<file path="src/rtl/control_unit_if.sv">
// Bus between the multi-cycle control unit and the datapath/memory.
// The control unit sits on the slave side and the datapath on the master side.
interface control_unit_if;
  logic [31:0] MEM_DATA;
  logic        ZERO;
  logic [2:0]  STATE;
  logic [5:0]  ALU_OPRN;
  logic [1:0]  OP2_SEL;
  logic        RF_READ;
  logic        RF_WRITE;
  logic [4:0]  RF_WADDR;
  logic        MEM_READ;
  logic        MEM_WRITE;
  logic        MEM_ADDR_SEL;
  logic        PC_LOAD;
  logic [1:0]  PC_SEL;
  logic        WB_SEL;

  modport slave (
    input  MEM_DATA, ZERO,
    output STATE, ALU_OPRN, OP2_SEL, RF_READ, RF_WRITE, RF_WADDR,
           MEM_READ, MEM_WRITE, MEM_ADDR_SEL, PC_LOAD, PC_SEL, WB_SEL
  );

  modport master (
    output MEM_DATA, ZERO,
    input  STATE, ALU_OPRN, OP2_SEL, RF_READ, RF_WRITE, RF_WADDR,
           MEM_READ, MEM_WRITE, MEM_ADDR_SEL, PC_LOAD, PC_SEL, WB_SEL
  );
endinterface

</file>
<file path="src/rtl/control_unit.sv">
// Five-state multi-cycle control unit: FETCH, DECODE, EXE, MEM, WB.
// Outputs are decoded from the current state and the instruction register.
module control_unit (
  input logic              CLK,
  input logic              RST,
  control_unit_if.slave    bus
);

  typedef enum logic [2:0] {
    FETCH  = 3'd0,
    DECODE = 3'd1,
    EXE    = 3'd2,
    MEM    = 3'd3,
    WB     = 3'd4
  } state_t;

  state_t      state, state_next;
  logic [31:0] ir;
  logic        flag;

  logic [5:0]  opcode, funct;
  logic [5:0]  dec_alu;
  logic [1:0]  dec_op2;
  logic [4:0]  dec_waddr;
  logic        dec_wr, dec_lw, dec_sw, dec_beq, dec_bne, dec_jmp;
  logic        unused_ir;

  assign opcode    = ir[31:26];
  assign funct     = ir[5:0];
  // rs, shamt and jump target are consumed by the datapath, not by control
  assign unused_ir = ^{ir[25:21], ir[10:6]};

  // State register; reset parks in WB so the first clock afterwards enters FETCH
  always_ff @(posedge CLK or negedge RST) begin
    if (!RST) state <= WB;
    else      state <= state_next;
  end

  // Instruction register, captured only while fetching
  always_ff @(posedge CLK or negedge RST) begin
    if (!RST)                ir <= '0;
    else if (state == FETCH) ir <= bus.MEM_DATA;
  end

  // Branch flag, captured from the ALU zero output at the end of EXE
  always_ff @(posedge CLK or negedge RST) begin
    if (!RST)              flag <= 1'b0;
    else if (state == EXE) flag <= bus.ZERO;
  end

  // Unconditional five-step sequence
  always_comb begin
    state_next = FETCH;
    unique case (state)
      FETCH:   state_next = DECODE;
      DECODE:  state_next = EXE;
      EXE:     state_next = MEM;
      MEM:     state_next = WB;
      WB:      state_next = FETCH;
      default: state_next = FETCH;
    endcase
  end

  // Instruction decode; anything unrecognised falls through as a NOP
  always_comb begin
    dec_alu   = '0;
    dec_op2   = '0;
    dec_waddr = '0;
    dec_wr    = 1'b0;
    dec_lw    = 1'b0;
    dec_sw    = 1'b0;
    dec_beq   = 1'b0;
    dec_bne   = 1'b0;
    dec_jmp   = 1'b0;
    case (opcode)
      6'h00: begin
        dec_waddr = ir[15:11];
        dec_wr    = 1'b1;
        case (funct)
          6'h20:   dec_alu = 6'h01;
          6'h22:   dec_alu = 6'h02;
          6'h2c:   dec_alu = 6'h03;
          6'h02:   begin dec_alu = 6'h04; dec_op2 = 2'd3; end
          6'h01:   begin dec_alu = 6'h05; dec_op2 = 2'd3; end
          6'h24:   dec_alu = 6'h06;
          6'h25:   dec_alu = 6'h07;
          6'h27:   dec_alu = 6'h08;
          6'h2a:   dec_alu = 6'h09;
          default: begin dec_wr = 1'b0; dec_waddr = '0; end
        endcase
      end
      6'h08:   begin dec_alu = 6'h01; dec_op2 = 2'd1; dec_wr = 1'b1; dec_waddr = ir[20:16]; end
      6'h1d:   begin dec_alu = 6'h03; dec_op2 = 2'd1; dec_wr = 1'b1; dec_waddr = ir[20:16]; end
      6'h0c:   begin dec_alu = 6'h06; dec_op2 = 2'd2; dec_wr = 1'b1; dec_waddr = ir[20:16]; end
      6'h0d:   begin dec_alu = 6'h07; dec_op2 = 2'd2; dec_wr = 1'b1; dec_waddr = ir[20:16]; end
      6'h0a:   begin dec_alu = 6'h09; dec_op2 = 2'd1; dec_wr = 1'b1; dec_waddr = ir[20:16]; end
      6'h23:   begin dec_alu = 6'h01; dec_op2 = 2'd1; dec_wr = 1'b1; dec_waddr = ir[20:16]; dec_lw = 1'b1; end
      6'h2b:   begin dec_alu = 6'h01; dec_op2 = 2'd1; dec_sw = 1'b1; end
      6'h04:   begin dec_alu = 6'h02; dec_beq = 1'b1; end
      6'h05:   begin dec_alu = 6'h02; dec_bne = 1'b1; end
      6'h02:   dec_jmp = 1'b1;
      default: ;
    endcase
  end

  assign bus.STATE = state;

  // Per-state strobes; PC_LOAD is gated by reset so the parked WB state stays silent
  always_comb begin
    bus.ALU_OPRN     = '0;
    bus.OP2_SEL      = '0;
    bus.RF_READ      = 1'b0;
    bus.RF_WRITE     = 1'b0;
    bus.RF_WADDR     = '0;
    bus.MEM_READ     = 1'b0;
    bus.MEM_WRITE    = 1'b0;
    bus.MEM_ADDR_SEL = 1'b0;
    bus.PC_LOAD      = 1'b0;
    bus.PC_SEL       = '0;
    bus.WB_SEL       = 1'b0;
    unique case (state)
      FETCH:  bus.MEM_READ = 1'b1;
      DECODE: bus.RF_READ  = 1'b1;
      EXE: begin
        bus.ALU_OPRN = dec_alu;
        bus.OP2_SEL  = dec_op2;
      end
      MEM: begin
        bus.ALU_OPRN     = dec_alu;
        bus.OP2_SEL      = dec_op2;
        bus.MEM_READ     = dec_lw;
        bus.MEM_WRITE    = dec_sw;
        bus.MEM_ADDR_SEL = dec_lw | dec_sw;
      end
      WB: begin
        bus.PC_LOAD  = RST;
        bus.RF_WRITE = dec_wr;
        bus.RF_WADDR = dec_waddr;
        bus.WB_SEL   = dec_lw;
        if (dec_jmp)                                   bus.PC_SEL = 2'd2;
        else if ((dec_beq && flag) || (dec_bne && !flag)) bus.PC_SEL = 2'd1;
      end
      default: ;
    endcase
  end

endmodule
</file>
<file path="src/flat_wrapper.sv">
// flat-port wrapper written by rule: the top's interface ports become plain ports
module control_unit_flat 
  (CLK, RST, bus_MEM_DATA, bus_ZERO, bus_STATE, bus_ALU_OPRN, bus_OP2_SEL, bus_RF_READ, bus_RF_WRITE, bus_RF_WADDR, bus_MEM_READ, bus_MEM_WRITE, bus_MEM_ADDR_SEL, bus_PC_LOAD, bus_PC_SEL, bus_WB_SEL);
  control_unit_if bus_i ();
  input logic CLK;
  input logic RST;
  input wire logic [$bits(bus_i.MEM_DATA)-1:0] bus_MEM_DATA;
  input wire logic [$bits(bus_i.ZERO)-1:0] bus_ZERO;
  output wire logic [$bits(bus_i.STATE)-1:0] bus_STATE;
  output wire logic [$bits(bus_i.ALU_OPRN)-1:0] bus_ALU_OPRN;
  output wire logic [$bits(bus_i.OP2_SEL)-1:0] bus_OP2_SEL;
  output wire logic [$bits(bus_i.RF_READ)-1:0] bus_RF_READ;
  output wire logic [$bits(bus_i.RF_WRITE)-1:0] bus_RF_WRITE;
  output wire logic [$bits(bus_i.RF_WADDR)-1:0] bus_RF_WADDR;
  output wire logic [$bits(bus_i.MEM_READ)-1:0] bus_MEM_READ;
  output wire logic [$bits(bus_i.MEM_WRITE)-1:0] bus_MEM_WRITE;
  output wire logic [$bits(bus_i.MEM_ADDR_SEL)-1:0] bus_MEM_ADDR_SEL;
  output wire logic [$bits(bus_i.PC_LOAD)-1:0] bus_PC_LOAD;
  output wire logic [$bits(bus_i.PC_SEL)-1:0] bus_PC_SEL;
  output wire logic [$bits(bus_i.WB_SEL)-1:0] bus_WB_SEL;
  assign bus_i.MEM_DATA = bus_MEM_DATA;
  assign bus_i.ZERO = bus_ZERO;
  assign bus_STATE = bus_i.STATE;
  assign bus_ALU_OPRN = bus_i.ALU_OPRN;
  assign bus_OP2_SEL = bus_i.OP2_SEL;
  assign bus_RF_READ = bus_i.RF_READ;
  assign bus_RF_WRITE = bus_i.RF_WRITE;
  assign bus_RF_WADDR = bus_i.RF_WADDR;
  assign bus_MEM_READ = bus_i.MEM_READ;
  assign bus_MEM_WRITE = bus_i.MEM_WRITE;
  assign bus_MEM_ADDR_SEL = bus_i.MEM_ADDR_SEL;
  assign bus_PC_LOAD = bus_i.PC_LOAD;
  assign bus_PC_SEL = bus_i.PC_SEL;
  assign bus_WB_SEL = bus_i.WB_SEL;
  control_unit u_core (.CLK(CLK), .RST(RST), .bus(bus_i));
endmodule
</file>
<file path="config.mk">
export PLATFORM = sky130hd
export DESIGN_NAME = control_unit_flat
export DESIGN_NICKNAME = d
export VERILOG_FILES = /design/src/rtl/control_unit_if.sv /design/src/rtl/control_unit.sv /design/src/flat_wrapper.sv
export SDC_FILE = /design/constraint.sdc
export NUM_CORES = 1
export LEC_CHECK = 0
export CAP_MARGIN = 10
export CORE_ASPECT_RATIO = 1.75
export CORE_UTILIZATION = 35
export DETAILED_ROUTE_END_ITERATION = 8
export PLACE_DENSITY = 0.65
export REMOVE_ABC_BUFFERS = 1
export SLEW_MARGIN = 30
export SYNTH_ARGS = -nofsm -noshare
export SYNTH_HDL_FRONTEND = slang
export SYNTH_SLANG_ARGS = --single-unit
</file>
<file path="constraint.sdc">
create_clock -name CLK -period 6.7 [get_ports CLK]
set_clock_uncertainty 0.2 [all_clocks]
set_input_delay 1.675 -clock CLK [delete_from_list [all_inputs] [get_ports CLK]]
set_output_delay 1.675 -clock CLK [all_outputs]
set_load 0.01 [all_outputs]
</file>
==> summary.txt, run 1 <==
Floorplan
  • Die Y: 92.5 um
  • Cell row count: 32
  • Die width: 53.7 um
  • Die area: 4960 um2
  • Core area: 4440 um2
  • Initial Util: 0.368
  • Top Ports: 60

STA
  • Worst Tran Pin Value: 0.656 ns
  • Period utilization: 0.754
  • Fin crit period: 5.05 ns
  • Final setup viols: 0
  • RSZ-0062 raised after global routing: false
  • Relative slew margins: 0.561
  • Max Slew Vio Count: 0
  • Fin. Hold Viols: 0
  • Setup TNS: 0 ns
  • Fmax achieved: 198 MHz

Placement
  • Placed insts: 258
  • IO Port Bufs: 47
  • Final RePlAce weighted congestion: 0.815
  • Placed cell area: 2110 um2
  • Hpwl dp: 2800 um

Power
  • Pwr Density: 149 nW/um2
  • PnR Total Power: 0.322 mW
  • VDD IR max: 125 uV
  • LEAKAGE: 0.831 nW

Setup path
  • Reg2Reg Launch Point: u_core.bus.STATE[1]$_DFF_PN0_
  • Startpoint Class: primary input
  • Reg2reg setup slack: 4.68 ns
  • CP required: 4.83 ns
  • Crit path kind: in -> out
  • Critical path capture point type: primary output
  • Worst reg2reg path depth: 3
  • Max Fanout on Critical Path: 27
  • R2r endpoint: u_core.ir[0]$_DFFE_PN0P_
  • CP Launch Point: RST
  • Critical path arrival: 3.18 ns

Flow run
  • Max-cap check violation count: 0

Clock tree
  • Post_cts resized: 0
  • CTS tree: yes
  • Hold buffers post-CTS: 0
  • CTS clk-pin slew, worst paths: 0.08 ns
  • H-tree Lvls: 1
  • CTS root buffer: clkbuf_8
  • Total setup buffers inserted after CTS: 0
  • Maximum buffer depth of the clock tree: 2
  • Worst skew pair latency: 0.27 ns
  • Sink Count: 26
  • TritonCTS Buffers: 3

Logic synthesis
  • Ys async rst share: 1.00
  • Synth Warn #: 0
  • Post-Syn Area per Cell: 9.63 um2
  • Synth Cell Area: 1640 um2
  • Synth Instances: 170
  • Number of flops mapped to enable cells by yosys: 0
  • Netlist cell types: 50
  • Part of the Yosys area used for sequential elements: 0.398
  • Top_reg_cell synth: dfrtp_1
  • #FFs+latches synth: 26

Layout
  • Post-layout instance area: 2160 um2
  • Most common cell after layout, fill and taps aside: clkdlybuf4s50_1
  • Commonest non-fill, non-tap cells in the layout: clkdlybuf4s50_1 (47), dfrtp_1 (25), nand2_1 (19), mux2_2 (17), nor2_1 (16)
  • Nets: 247
  • N_diodes: 0
  • Fill cells: 451
  • Share of layout cells above drive strength 1: 0.171
  • Layout area overhead: 32.3%
  • Non-Filler Instances: 262

Outcome
  • Status: completed

GRT
  • Number of global-route vias before repair: 1,302
  • Initial antenna violation count: 0
  • Pin count of the biggest net entering global routing: 28
  • GRT Total Usage: 0.167
  • First-pass GRT wire length: 6040 um
  • Overflow after GRT: 0

Drt
  • Wirelength per Cell: 14.0 um
  • Vias after detailed routing: 1,368
  • Final wirelength: 3660 um
  • Starting DRT DRC Count: 18
  • Vias per inst: 5.22
  • Drt first pass iters: 4
  • DRT antenna net count: 0
  • DR DRC count: 0

Worst hold path
  • Hold path cells: 1
  • Hold Path Class: reg -> reg
  • Hold Crit Start: u_core.ir[18]$_DFFE_PN0P_
  • End point of the worst hold path: u_core.ir[18]$_DFFE_PN0P_
flip-flops by register name, indices dropped and copies added (netlist names):
name and cells:
u_core.ir 22, u_core.flag 1, u_core.bus.STATE 3
layer usage:
layer / up-vias / wire length (um) / track usage
li1: 682 / - / -
met1: 648 / 1500 / 0.204
met2: 30 / 1940 / 0.274
met3: 8 / 99 / 0.0148
met4: 0 / 127 / 0.0921
met5: - / 0 / 0
critical path, stage by stage:
cell	delay, ns
clkdlybuf4s50_1	0.45
buf_4	0.31
and3_1	0.20
clkdlybuf4s50_1	0.53
kinds of logic after synthesis:
kind of cell	Yosys count	synth area share
and+or+nand+nor	66	0.227
AOI/OAI and AO/OA	34	0.154
DFF	26	0.398
buffers and inverters	20	0.0673
muxes	18	0.124
xor gates and xnor gates	5	0.0268
other	1	0.00229
area by class of cell:
| type | instances | area, um2 | share of cell area |
|---|---|---|---|
| Timing Repair Buffer | 49 | 489 | 0.226 |
| Tap cell | 51 | 63.8 | 0.0295 |
| Clock buffer | 4 | 55.1 | 0.0254 |
| Sequential cell | 26 | 652 | 0.301 |
| Multi-Input combinational cell | 125 | 878 | 0.406 |
| Inverter | 7 | 26.3 | 0.0121 |
synth_stat cells (all sizes together), types with 3 or more instances:
cell	n	area, um2
a21oi	3	15.0
a22oi	5	37.5
a31oi	3	18.8
buf	8	45.0
clkbuf	5	38.8
dfrtp	25	626
inv	7	26.3
mux2	18	203
nand2	20	77.6
nand2b	3	18.8
nand3	3	15.0
nor2	16	60.1
nor2b	4	25.0
nor3	6	46.3
nor4	3	33.8
o21ai	9	48.8
xnor2	3	26.3
power by group:
group / switching (mW) / total [mW] / internal, mW
Sequential: 0.0119 / 0.176 / 0.164
Clock: 0.0480 / 0.100 / 0.0525
Combinational: 0.0172 / 0.0457 / 0.0285
Total: 0.0771 / 0.322 / 0.245
worst max-delay path by stage:
stage / to / slack [ns] / cells after the start
finish: bus_PC_LOAD / 1.65 / 4
global placement: bus_PC_LOAD / 1.60 / 4
detailed placement: bus_PC_LOAD / 1.61 / 4
global route: bus_PC_LOAD / 1.53 / 4
CTS: bus_PC_LOAD / 1.61 / 4
floorplan: bus_PC_LOAD / 2.97 / 1
through the flow:
stage	hold slack (ns)	worst slack [ns]	util
after floorplan	0.280	2.97	-
after global placement	0.290	1.60	0.472
after detailed placement	0.296	1.61	0.475
after CTS	0.317	1.61	0.487
after global routing	0.332	1.53	0.487
final	0.311	1.65	0.487
No activity file was read; power rests on OpenSTA's default activity.
==> run 2, diff against run 1 <==
Clock period 6.7 ns to 4.76 ns, I/O delays scaled along.
==> run 2 against run 1 <==
Against the previous run:
- via count increased by 1.4%
- hold slack improved by 0.0053 ns
- clock power increased by 81%
- critical path depth increased by 2
- count of clock-buffer cells in the layout decreased by 1
- design area increased by 0.58%
- critical path type is now reg -> out
- largest cell class unchanged
- highest routed layer unchanged
==> summary.txt, run 2 (synthesis gave the netlist of run 1 again) <==
Setup path
  • Critical path arrival: 2.72 ns
  • Startpoint Class: flop
  • Crit path kind: reg -> out
  • CP required: 3.37 ns
  • Max Fanout on Critical Path: 11
  • CP max-delay cell: clkdlybuf4s50_1
  • Worst stage delay on the critical path: 0.56 ns
  • Cell Chain, Critical Path: nor4_4 -> nand2_2 -> o31ai_4 -> a22oi_1 -> nor2_1 -> clkdlybuf4s50_1
  • Critical path capture point type: primary output

Placement
  • IO Port Bufs: 47
  • Placed insts: 258
  • Placed cell area: 2110 um2
  • Hpwl dp: 2790 um
  • Final RePlAce weighted congestion: 0.780

Drt
  • DR DRC count: 0
  • DRT antenna net count: 0
  • Vias after detailed routing: 1,387
  • Final wirelength: 3650 um
  • Vias per inst: 5.29
  • Drt first pass iters: 4
  • Wirelength per Cell: 13.9 um
  • Starting DRT DRC Count: 32

STA
  • Worst Tran Pin Value: 0.665 ns
  • Fin. Hold Viols: 0
  • Setup TNS: 0 ns
  • Fmax achieved: 243 MHz
  • Max Slew Vio Count: 0
  • Fin crit period: 4.11 ns
  • Final setup viols: 0
  • RSZ-0062 raised after global routing: false
  • Period utilization: 0.864
  • Hold Slack: 0.316 ns
  • Relative slew margins: 0.552

Clock tree
  • TritonCTS Buffers: 3
  • H-tree Lvls: 1
  • Sink Count: 26
  • Post_cts resized: 0
  • Total setup buffers inserted after CTS: 0
  • Worst skew pair latency: 0.26 ns
  • Maximum buffer depth of the clock tree: 2
  • CTS root buffer: clkbuf_8
  • CTS tree: yes
  • Hold buffers post-CTS: 0
  • CTS clk-pin slew, worst paths: 0.09 ns

Layout
  • N_diodes: 0
  • Post-layout instance area: 2180 um2
  • Largest register by flop count: u_core.ir
  • Number of flip-flops in the largest register: 22
  • Non-Filler Instances: 262
  • Share of layout cells above drive strength 1: 0.171
  • Commonest non-fill, non-tap cells in the layout: clkdlybuf4s50_1 (47), dfrtp_1 (25), nand2_1 (19), mux2_2 (17), nor2_1 (16)
  • Most common cell after layout, fill and taps aside: clkdlybuf4s50_1
  • Layout area overhead: 33.0%
  • Nets: 247

Floorplan
  • Die area: 4960 um2
  • Initial Util: 0.368
  • Top Ports: 60
  • Cell row count: 32
  • Die Y: 92.5 um
  • Die width: 53.7 um
  • Core area: 4440 um2

Outcome
  • Status: completed

Flow run
  • Max-cap check violation count: 0

GRT
  • Pin count of the biggest net entering global routing: 28
  • GRT Total Usage: 0.171
  • Number of global-route vias before repair: 1,339
  • Initial antenna violation count: 0
  • Overflow after GRT: 0
  • First-pass GRT wire length: 6270 um

Worst hold path
  • Hold Path Class: reg -> reg

Power
  • LEAKAGE: 0.837 nW
  • VDD IR max: 166 uV
  • Pwr Density: 226 nW/um2
[run 2: final timing paths]
kind	startpoint	endpoint	slack, ns	depth (start not counted)
max in group asynchronous	RST	u_core.bus.STATE[2]$_DFF_PN1_	2.94	2
worst min-delay path	u_core.ir[20]$_DFFE_PN0P_	u_core.ir[20]$_DFFE_PN0P_	0.32	1
min in group asynchronous	RST	u_core.ir[31]$_DFFE_PN0P_	1.12	2
worst min register to register	u_core.ir[20]$_DFFE_PN0P_	u_core.ir[20]$_DFFE_PN0P_	0.32	1
worst max-delay path	u_core.ir[26]$_DFFE_PN0P_	bus_RF_WADDR[4]	0.65	6
worst max register to register	u_core.bus.STATE[0]$_DFF_PN0_	u_core.ir[0]$_DFFE_PN0P_	3.04	3
[run 2: final cells by class]
| type | count | area, um2 |
|---|---|---|
| fill | 421 | 2270 |
| multi-input combinational | 125 | 878 |
| sequential | 26 | 652 |
| timing repair buffer | 49 | 485 |
| tap | 51 | 63.8 |
| clock buffer | 3 | 41.3 |
| clock inverter | 1 | 30.0 |
| inverter | 7 | 26.3 |
[run 2: where the power goes]
| part | switching (mW) | internal, mW |
|---|---|---|
| clock | 0.0681 | 0.112 |
| sequential | 0.0164 | 0.231 |
| combinational | 0.0241 | 0.0401 |
[run 2: layer usage]
| layer | share of wire | track usage |
|---|---|---|
| met1 | 0.41 | 0.211 |
| met5 | 0 | 0 |
| met3 | 0.023 | 0.0181 |
| met2 | 0.55 | 0.286 |
| met4 | 0.021 | 0.0789 |
[run 2: worst max-delay path, delay by kind of cell, from the launching register on]
kind / cells / cell delay [ns]
AO/OA/AOI/OAI: 2 / 0.60
buffers and inverters: 1 / 0.56
AND/OR/NAND/NOR: 3 / 0.76
flip-flops: 1 / 0.53
[run 2: per-stage QoR]
stage,setup WS (ns),util,power [mW]
2_1_floorplan,1.69,-,0.278
3_3_place_gp,0.955,0.474,0.315
3_5_place_dp,0.936,0.474,0.316
4_1_cts,0.626,0.490,0.498
5_1_grt,0.529,0.490,0.515
6_report,0.648,0.490,0.492
